[src/rtl/demux_1_8_rr_scheduler_if.sv]
// Signal bundle between the round-robin scheduler, its upstream source and the 1-to-8 demux.
// The scheduler takes the slave modport; the upstream/destination side takes the master modport.
interface demux_1_8_rr_scheduler_if #(
    parameter int DATA_W = 8
);
    logic              i_valid;
    logic              o_ready;
    logic [DATA_W-1:0] i_data;
    logic [7:0]        i_dest_en;
    logic [7:0]        i_dest_ready;
    logic              o_a;
    logic [7:0]        o_sel_code;
    logic [DATA_W-1:0] o_data;
    logic [2:0]        o_cur_dest;
    logic              o_skip;

    modport slave (
        input  i_valid, i_data, i_dest_en, i_dest_ready,
        output o_ready, o_a, o_sel_code, o_data, o_cur_dest, o_skip
    );

    modport master (
        output i_valid, i_data, i_dest_en, i_dest_ready,
        input  o_ready, o_a, o_sel_code, o_data, o_cur_dest, o_skip
    );
endinterface

[src/rtl/demux_1_8_rr_scheduler.sv]
// Round-robin scheduler for a 1-to-8 demux: buffers one upstream word and offers it to the
// next enabled destination after the last one served, skipping a destination that stalls too long.
module demux_1_8_rr_scheduler #(
    parameter int DATA_W  = 8,
    parameter int TIMEOUT = 15
) (
    input  logic                    i_clk,
    input  logic                    i_rst,
    demux_1_8_rr_scheduler_if.slave bus
);
    localparam int TW = (TIMEOUT > 0) ? $clog2(TIMEOUT + 1) : 1;
    localparam logic [TW-1:0] TIMER_LAST = TW'((TIMEOUT > 0) ? TIMEOUT - 1 : 0);
    localparam logic [TW-1:0] TIMER_MAX  = {TW{1'b1}};

    typedef enum logic [1:0] {IDLE, ARB, SEND} state_t;

    state_t            state_q, state_d;
    logic [2:0]        ptr_q, ptr_d;
    logic [TW-1:0]     timer_q, timer_d;
    logic              ready_q, ready_d;
    logic              a_q, a_d;
    logic [7:0]        sel_q, sel_d;
    logic [DATA_W-1:0] data_q, data_d;
    logic [2:0]        cur_q, cur_d;
    logic              skip_q, skip_d;

    logic       accept;
    logic       curEn;
    logic       curRdy;
    logic       timeoutHit;
    logic       pickValid;
    logic [2:0] pickIdx;

    assign accept     = (state_q == IDLE) && ready_q && bus.i_valid;
    assign curEn      = bus.i_dest_en[cur_q];
    assign curRdy     = bus.i_dest_ready[cur_q];
    assign timeoutHit = (TIMEOUT != 0) && (timer_q == TIMER_LAST);

    // Scan ptr+1 .. ptr+8 (the last step lands back on ptr, so a lone destination is re-picked).
    always_comb begin
        pickValid = 1'b0;
        pickIdx   = 3'd0;
        for (int i = 1; i <= 8; i++) begin
            if (!pickValid && bus.i_dest_en[3'(ptr_q + 3'(i))]) begin
                pickValid = 1'b1;
                pickIdx   = 3'(ptr_q + 3'(i));
            end
        end
    end

    always_ff @(posedge i_clk) begin
        if (i_rst) begin
            state_q <= IDLE;
            ptr_q   <= 3'd7;
            timer_q <= '0;
            ready_q <= 1'b0;
            a_q     <= 1'b0;
            sel_q   <= 8'h00;
            data_q  <= '0;
            cur_q   <= 3'd0;
            skip_q  <= 1'b0;
        end else begin
            state_q <= state_d;
            ptr_q   <= ptr_d;
            timer_q <= timer_d;
            ready_q <= ready_d;
            a_q     <= a_d;
            sel_q   <= sel_d;
            data_q  <= data_d;
            cur_q   <= cur_d;
            skip_q  <= skip_d;
        end
    end

    always_comb begin
        state_d = state_q;
        case (state_q)
            IDLE: if (accept) state_d = ARB;
            ARB:  if (pickValid) state_d = SEND;
            SEND: begin
                if (!curEn)          state_d = ARB;
                else if (curRdy)     state_d = IDLE;
                else if (timeoutHit) state_d = ARB;
            end
            default: state_d = IDLE;
        endcase
    end

    // Priority in SEND: disabled destination, then completion, then timeout, then keep waiting.
    always_comb begin
        ptr_d   = ptr_q;
        timer_d = timer_q;
        a_d     = a_q;
        sel_d   = sel_q;
        data_d  = data_q;
        cur_d   = cur_q;
        skip_d  = 1'b0;
        ready_d = (state_d == IDLE);
        case (state_q)
            IDLE: begin
                if (accept) data_d = bus.i_data;
            end
            ARB: begin
                if (pickValid) begin
                    cur_d   = pickIdx;
                    sel_d   = 8'h01 << pickIdx;
                    a_d     = 1'b1;
                    timer_d = '0;
                end else begin
                    a_d   = 1'b0;
                    sel_d = 8'h00;
                end
            end
            SEND: begin
                if (!curEn) begin
                    a_d   = 1'b0;
                    sel_d = 8'h00;
                end else if (curRdy) begin
                    ptr_d = cur_q;
                    a_d   = 1'b0;
                    sel_d = 8'h00;
                end else if (timeoutHit) begin
                    skip_d = 1'b1;
                    ptr_d  = cur_q;
                    a_d    = 1'b0;
                    sel_d  = 8'h00;
                end else if (timer_q != TIMER_MAX) begin
                    timer_d = timer_q + 1'b1;
                end
            end
            default: ;
        endcase
    end

    assign bus.o_ready    = ready_q;
    assign bus.o_a        = a_q;
    assign bus.o_sel_code = sel_q;
    assign bus.o_data     = data_q;
    assign bus.o_cur_dest = cur_q;
    assign bus.o_skip     = skip_q;
endmodule

[src/flat_wrapper.sv]
// flat-port wrapper written by rule: the top's interface ports become plain ports
module demux_1_8_rr_scheduler_flat 
#(
    parameter int DATA_W  = 8,
    parameter int TIMEOUT = 15
)
  (i_clk, i_rst, bus_i_valid, bus_i_data, bus_i_dest_en, bus_i_dest_ready, bus_o_ready, bus_o_a, bus_o_sel_code, bus_o_data, bus_o_cur_dest, bus_o_skip);
  demux_1_8_rr_scheduler_if #(.DATA_W(DATA_W)) bus_i ();
  input  logic i_clk;
  input  logic i_rst;
  input wire logic [$bits(bus_i.i_valid)-1:0] bus_i_valid;
  input wire logic [$bits(bus_i.i_data)-1:0] bus_i_data;
  input wire logic [$bits(bus_i.i_dest_en)-1:0] bus_i_dest_en;
  input wire logic [$bits(bus_i.i_dest_ready)-1:0] bus_i_dest_ready;
  output wire logic [$bits(bus_i.o_ready)-1:0] bus_o_ready;
  output wire logic [$bits(bus_i.o_a)-1:0] bus_o_a;
  output wire logic [$bits(bus_i.o_sel_code)-1:0] bus_o_sel_code;
  output wire logic [$bits(bus_i.o_data)-1:0] bus_o_data;
  output wire logic [$bits(bus_i.o_cur_dest)-1:0] bus_o_cur_dest;
  output wire logic [$bits(bus_i.o_skip)-1:0] bus_o_skip;
  assign bus_i.i_valid = bus_i_valid;
  assign bus_i.i_data = bus_i_data;
  assign bus_i.i_dest_en = bus_i_dest_en;
  assign bus_i.i_dest_ready = bus_i_dest_ready;
  assign bus_o_ready = bus_i.o_ready;
  assign bus_o_a = bus_i.o_a;
  assign bus_o_sel_code = bus_i.o_sel_code;
  assign bus_o_data = bus_i.o_data;
  assign bus_o_cur_dest = bus_i.o_cur_dest;
  assign bus_o_skip = bus_i.o_skip;
  demux_1_8_rr_scheduler #(.DATA_W(DATA_W), .TIMEOUT(TIMEOUT)) u_core (.i_clk(i_clk), .i_rst(i_rst), .bus(bus_i));
endmodule
[config.mk]
export PLATFORM = sky130hd
export DESIGN_NAME = demux_1_8_rr_scheduler_flat
export DESIGN_NICKNAME = d
export VERILOG_FILES = /design/src/rtl/demux_1_8_rr_scheduler_if.sv /design/src/rtl/demux_1_8_rr_scheduler.sv /design/src/flat_wrapper.sv
export SDC_FILE = /design/constraint.sdc
export NUM_CORES = 1
export LEC_CHECK = 0
export ABC_AREA = 1
export BUFFER_PORTS_ARGS = -buffer_cell sky130_fd_sc_hd__buf_4
export CAP_MARGIN = 30
export CORE_MARGIN = 1
export CORE_UTILIZATION = 59
export DETAILED_ROUTE_END_ITERATION = 12
export HOLD_SLACK_MARGIN = 0.05
export PLACE_DENSITY = 0.85
export SYNTH_ARGS = -nofsm -noshare
export SYNTH_HDL_FRONTEND = slang
export SYNTH_SLANG_ARGS = --single-unit
export TNS_END_PERCENT = 20
[constraint.sdc]
create_clock -name i_clk -period 6.3 [get_ports i_clk]
set_clock_uncertainty 0.15 [all_clocks]
set_input_delay 0.315 -clock i_clk [delete_from_list [all_inputs] [get_ports i_clk]]
set_output_delay 0.315 -clock i_clk [all_outputs]
set_load 0.01 [all_outputs]
==> results of run 1 <==
[power breakdown]
part	leakage (uW)	total (uW)	internal [uW]	switching, uW
Combinational	0.00102	698	244	454
Sequential	0.000252	303	246	56.6
Clock	0.0000505	178	99.4	78.6
[sequential cells by signal, indices dropped and copies added (netlist names)]
signal,cells
u_core.bus.o_ready,1
u_core.timer_q,4
u_core.state_q,2
u_core.bus.o_cur_dest,3
u_core.bus.o_skip,1
u_core.bus.o_data,8
u_core.bus.o_sel_code,8
u_core.ptr_q,3
u_core.bus.o_a,1
[kinds of logic (layout without fill, tap and decap cells)]
logic type      after synthesis  after routing  share of synthesized area
compound gates               58             58                      0.143
xor+xnor                      3              3                     0.0114
fa+ha+maj                     8              8                     0.0434
buf+inv                      57            104                      0.101
flops                        31             31                      0.269
simple gates                216            216                      0.433
[metrics by stage]
stage | utilization | total power (uW) | cell area [um2]
2_1_floorplan | - | 813 | 2310
3_3_place_gp | 0.720 | 977 | 2680
3_5_place_dp | 0.720 | 991 | 2680
4_1_cts | 0.748 | 1170 | 2780
5_1_grt | 0.748 | 1280 | 2780
6_report | 0.748 | 1180 | 2780
[Yosys cell counts (2+ instances only)]
master and n:
clkinv_1 2, nand4_1 5, o211ai_1 3, nor2_2 3, nand3_2 6, inv_1 40, inv_2 6, clkbuf_1 3
nand3_1 41, nand2_2 9, buf_4 2, a31oi_1 2, o21bai_1 2, nand2_1 85, o21ai_0 24, nor2_1 58
buf_2 3, a21oi_1 20, ha_1 8, xnor2_1 2, nor3_1 2, nor2_4 2, dfxtp_1 31
[final timing paths]
path | start | depth (start not counted) | slack (ns) | to
hold reg to reg | u_core.bus.o_data[7]$_SDFFE_PP0P_ | 2 | 0.30 | u_core.bus.o_data[7]$_SDFFE_PP0P_
setup / recovery | u_core.ptr_q[1]$_SDFFE_PP1P_ | 15 | 2.92 | u_core.bus.o_sel_code[3]$_SDFFE_PP0P_
setup reg to reg | u_core.ptr_q[1]$_SDFFE_PP1P_ | 15 | 2.92 | u_core.bus.o_sel_code[3]$_SDFFE_PP0P_
hold / removal | bus_i_data[3] | 3 | 0.16 | u_core.bus.o_data[3]$_SDFFE_PP0P_
[final cells by class]
class | count | area (um2) | share of cell area
clock buffers | 7 | 96.3 | 0.0347
clock inverters | 1 | 7.51 | 0.00270
flip-flops and latches | 31 | 621 | 0.223
well taps | 48 | 60.1 | 0.0216
repair buffers | 48 | 360 | 0.130
inverters | 48 | 180 | 0.0648
multi-input cells | 285 | 1460 | 0.523
[worst max-delay path: cells and delay by family, from the launching register on]
family,cells,cell delay (ns)
AO/OA/AOI/OAI,1,0.12
adder cells (fa/ha/maj),1,0.50
buffers and inverters,4,0.65
flip-flops,1,0.58
AND/OR/NAND/NOR,9,1.31
[layer usage]
layer / GRT usage / share of wire / vias up / routed length [um]
li1: - / - / 1295 / -
met1: 0.362 / 0.45 / 1151 / 2670
met2: 0.521 / 0.48 / 86 / 2900
met3: 0.0651 / 0.045 / 20 / 271
met4: 0.133 / 0.023 / 0 / 136
met5: 0 / 0 / - / 0
==> impl_metrics.toml, run 1 <==
[timing]
fmax_mhz = 296
finalCriticalPeriod_ns = 3.38
drv_slew = 0
min_period_over_period = 0.536
setup_tns_ns = 0
tightest_slew_ns = 0.571
fin_hold_ws_ns = 0.157
rsz0062_at_grt = "false"
setup_violations = 0
slew_headroom = 0.618
hold_viol_final = 0
fin_ws_ns = 2.92

[detailed_routing]
wire_per_inst_um = 12.8
drt_first_pass_iters = 6
vias = 2552
avgViaCountPerCell = 5.45
drtAntennaViolNets = 0
drt-initial-drc-count = 232
drc = 0
drt-total-wl_um = 5980

[worst_setup_path]
crit_path_cell_trace = "clkinv_1 -> ha_1 -> inv_2 -> nand3_1 -> nand3_1 -> inv_1 -> nor2_2 -> nand4_2 -> nor2_2 -> nand4_1 -> nand3_1 -> nand2_1 -> inv_1 -> nand2_1 -> a21oi_1"
critPathMostFrequentCell = "nand3_1"
cp-end-kind = "flop"
worst_path_max_delay_cell = "dfxtp_1"
worst_ep_arrival_time_ns = 3.45
cp-start-kind = "flop"
cp.required_ns = 6.37
cp_max_fo = 11
path_class = "reg2reg"
slowest_delay_ns = 0.58

[cts]
cts_resized = 0
holdBufCountCts = 0
numCtsBuffers = 5
cts_max_path_buffers = 2
cts_root_buffer = "clkbuf_8"
htreeDepth = 2
clk_latency_ns = 0.28
post-cts-setup-buffer-count = 0
clock-sinks = 31
clkTransAtPathRegs_ns = 0.07
cts_tree = "built"

[placed_design]
port_buffers = 48
dp_hpwl_um = 4570
gp_congestion = 0.950
dp.cells = 460
dp_slack_ns = 3.01

[pwr]
ir_worst_vdd_uv = 358
power-per-cell-area_mw_per_mm2 = 424
leakagePower_uw = 0.00133

[final_layout]
drive_above_1_share = 0.210
final_cell_mix = "nand2_1, nor2_1, buf_4"
final_nets = 454
nFillCells = 333
final_common_cell = "nand2_1"
finalNonFillerCells = 468
diodes = 0
syn2layout_area_growth_pct = 20.4

[die]
die_h_um = 64.6
boundaryPins = 49
num_rows = 22
fp.dieW_um = 64.6
die-area_mm2 = 0.00417
core-area_mm2 = 0.00372
initial_utilization = 0.621

[grt]
antenna_found_initial = 0
gr-total-overflow = 0
grt_first_pass_wirelength_um = 10000
grt_max_degree = 19
grt_pass1_vias = 2406
grtUsageTotal = 0.304

[yosys]
yosysSeqAreaShare = 0.269
ys.flop_type = "dfxtp_1"
netlist_instances = 373
yosysWarnings = 0
yosys.area.top_type_share = 0.269
syn_area_per_cell_um2 = 6.19
synth_edf_count = 0
synth_async_sr_flop_share = 0
synthTopCellsByArea = "dfxtp_1, nand2_1, nor2_1, nand3_1, inv_1"
ys_types = 37
synth_area_mm2 = 0.00231
netlist.top_cell.by_area = "dfxtp_1"
synth_nets = 408
ys_seq_elements = 31

[flow_run]
maxCapViolCount = 0

[worst_hold_path]
hold_path.class = "in2reg"

[status]
status = "completed"
Note: power is estimated with default switching activity, not from simulation.
==> run 2, diff against run 1 <==
CORE_UTILIZATION = 55   (was 59)
PLACE_DENSITY = 0.8   (was 0.85)
clock period = 3.3 ns   (was 6.3 ns; I/O delays follow)
==> run 2 against run 1 <==
  * Non-clock buffer count is 14 higher
  * Power rose by 89%
  * Global-route usage fell by 2.0 points
  * Sequential share of layout area shrank 0.86 points
  * Highest routed layer unchanged
  * First-iteration DRC count decreased by 28%
  * Register-to-register slack got worse by 2.4 ns
  * Critical path type unchanged
  * Die area rose by 7.0%
  * Combinational power up 99%
==> impl_metrics.toml, run 2 (synthesis results as in run 1) <==
[cts]
clkTransAtPathRegs_ns = 0.06
numCtsBuffers = 5
htreeDepth = 2
post-cts-setup-buffer-count = 0
clk_latency_ns = 0.29
clock-sinks = 31
cts_root_buffer = "clkbuf_8"
cts_tree = "built"
cts_max_path_buffers = 2

[die]
boundaryPins = 49
die-area_mm2 = 0.00446
die_h_um = 66.8
core-area_mm2 = 0.00403
fp.dieW_um = 66.8
initial_utilization = 0.573
num_rows = 23

[timing]
tightest_slew_ns = 0.594
setup_tns_ns = 0
rsz0062_at_grt = "false"
drv_slew = 0
fmax_mhz = 366
hold_viol_final = 0
setup_violations = 0
fin_ws_ns = 0.565
finalCriticalPeriod_ns = 2.74
slew_headroom = 0.603
min_period_over_period = 0.829

[worst_setup_path]
worst_ep_arrival_time_ns = 2.80
path_class = "reg2reg"
cp_max_fo = 8
reg2reg_from = "u_core.ptr_q[1]$_SDFFE_PP1P_"
r2r-end = "u_core.bus.o_sel_code[3]$_SDFFE_PP0P_"
reg2reg_depth = 17
cp-start-kind = "flop"
cp.required_ns = 3.37
worst-r2r-setup-slack_ns = 0.56
crit_start = "u_core.ptr_q[1]$_SDFFE_PP1P_"
endpoint = "u_core.bus.o_sel_code[3]$_SDFFE_PP0P_"
cp-end-kind = "flop"

[pwr]
power-per-cell-area_mw_per_mm2 = 771
power.total_uw = 2230
leakagePower_uw = 0.00138
ir_worst_vdd_uv = 470

[worst_hold_path]
hold_path.class = "in2reg"

[grt]
grt_max_degree = 19
grt_pass1_vias = 2203
gr-total-overflow = 0
antenna_found_initial = 0
grt_first_pass_wirelength_um = 9660
grtUsageTotal = 0.284

[status]
status = "completed"

[detailed_routing]
drtAntennaViolNets = 0
wire_per_inst_um = 12.3
vias = 2557
drt-initial-drc-count = 168
drt_first_pass_iters = 6
drt-total-wl_um = 5970
drc = 0
avgViaCountPerCell = 5.28

[placed_design]
dp_hpwl_um = 4430
port_buffers = 48
dp.cells = 467
dp_slack_ns = 0.614
gp_congestion = 0.845

[final_layout]
finalNonFillerCells = 484
final_cell_mix = "nand2_1, nor2_1, buf_4"
diodes = 0
drive_above_1_share = 0.212
syn2layout_area_growth_pct = 25.3
final_common_cell = "nand2_1"
final_nets = 468

[flow_run]
maxCapViolCount = 0
-- run 2: metrics by stage --
stage	hold WS [ns]	area, um2	util
3_5_place_dp	0.288	2720	0.674
2_1_floorplan	0.0841	2310	-
5_1_grt	0.276	2890	0.718
6_report	0.208	2890	0.718
4_1_cts	0.197	2890	0.718
3_3_place_gp	0.284	2720	0.674
-- run 2: per-layer routing --
metal | routed length, um | global-route usage
met1 | 2700 | 0.353
met2 | 3030 | 0.506
met3 | 196 | 0.0428
met4 | 40 | 0.0665
met5 | 0 | 0
-- run 2: worst min path at each step --
stage / start / to / slack, ns / cells after the start
6_report: bus_i_dest_ready[7] / u_core.bus.o_skip$_SDFF_PP0_ / 0.21 / 6
5_1_grt: bus_i_dest_ready[3] / u_core.bus.o_skip$_SDFF_PP0_ / 0.28 / 6
4_1_cts: bus_i_dest_ready[7] / u_core.bus.o_skip$_SDFF_PP0_ / 0.20 / 6
3_5_place_dp: u_core.bus.o_data[5]$_SDFFE_PP0P_ / u_core.bus.o_data[5]$_SDFFE_PP0P_ / 0.29 / 2
3_3_place_gp: u_core.bus.o_data[7]$_SDFFE_PP0P_ / u_core.bus.o_data[7]$_SDFFE_PP0P_ / 0.28 / 2
2_1_floorplan: i_rst / u_core.bus.o_sel_code[3]$_SDFFE_PP0P_ / 0.08 / 1
-- run 2: power by group --
part | internal, uW | total (uW) | switching, uW
logic | 490 | 1390 | 903
clock network | 147 | 291 | 143
registers | 470 | 545 | 75.5
-- run 2: critical path, cell delays in order, from the launching register on --
cell	delay (ns)
dfxtp_1	0.34
clkinv_1	0.09
ha_1	0.40
inv_2	0.16
nand3_1	0.12
nand2_1	0.10
nand2_1	0.07
nand2_2	0.13
nand3_2	0.12
nor2_4	0.14
nand3_2	0.11
clkinv_1	0.10
nand2_1	0.05
nand2_1	0.08
nand3_2	0.10
nor2_2	0.18
nand2_1	0.09
a21oi_1	0.13
-- run 2: layout make-up --
type                       count  area (um2)
clock buffer                   6        72.6
clock inverter                 2        12.5
fill                         356        1140
inverter                      48         180
multi-input combinational    285        1460
sequential                    31         621
tap                           50        62.6
timing repair buffer          62         488
-- run 2: timing repair --
item,CTS,global route
hold buffers,9,0
endpoints found under the hold margin,21,0
gates resized for setup,0,0
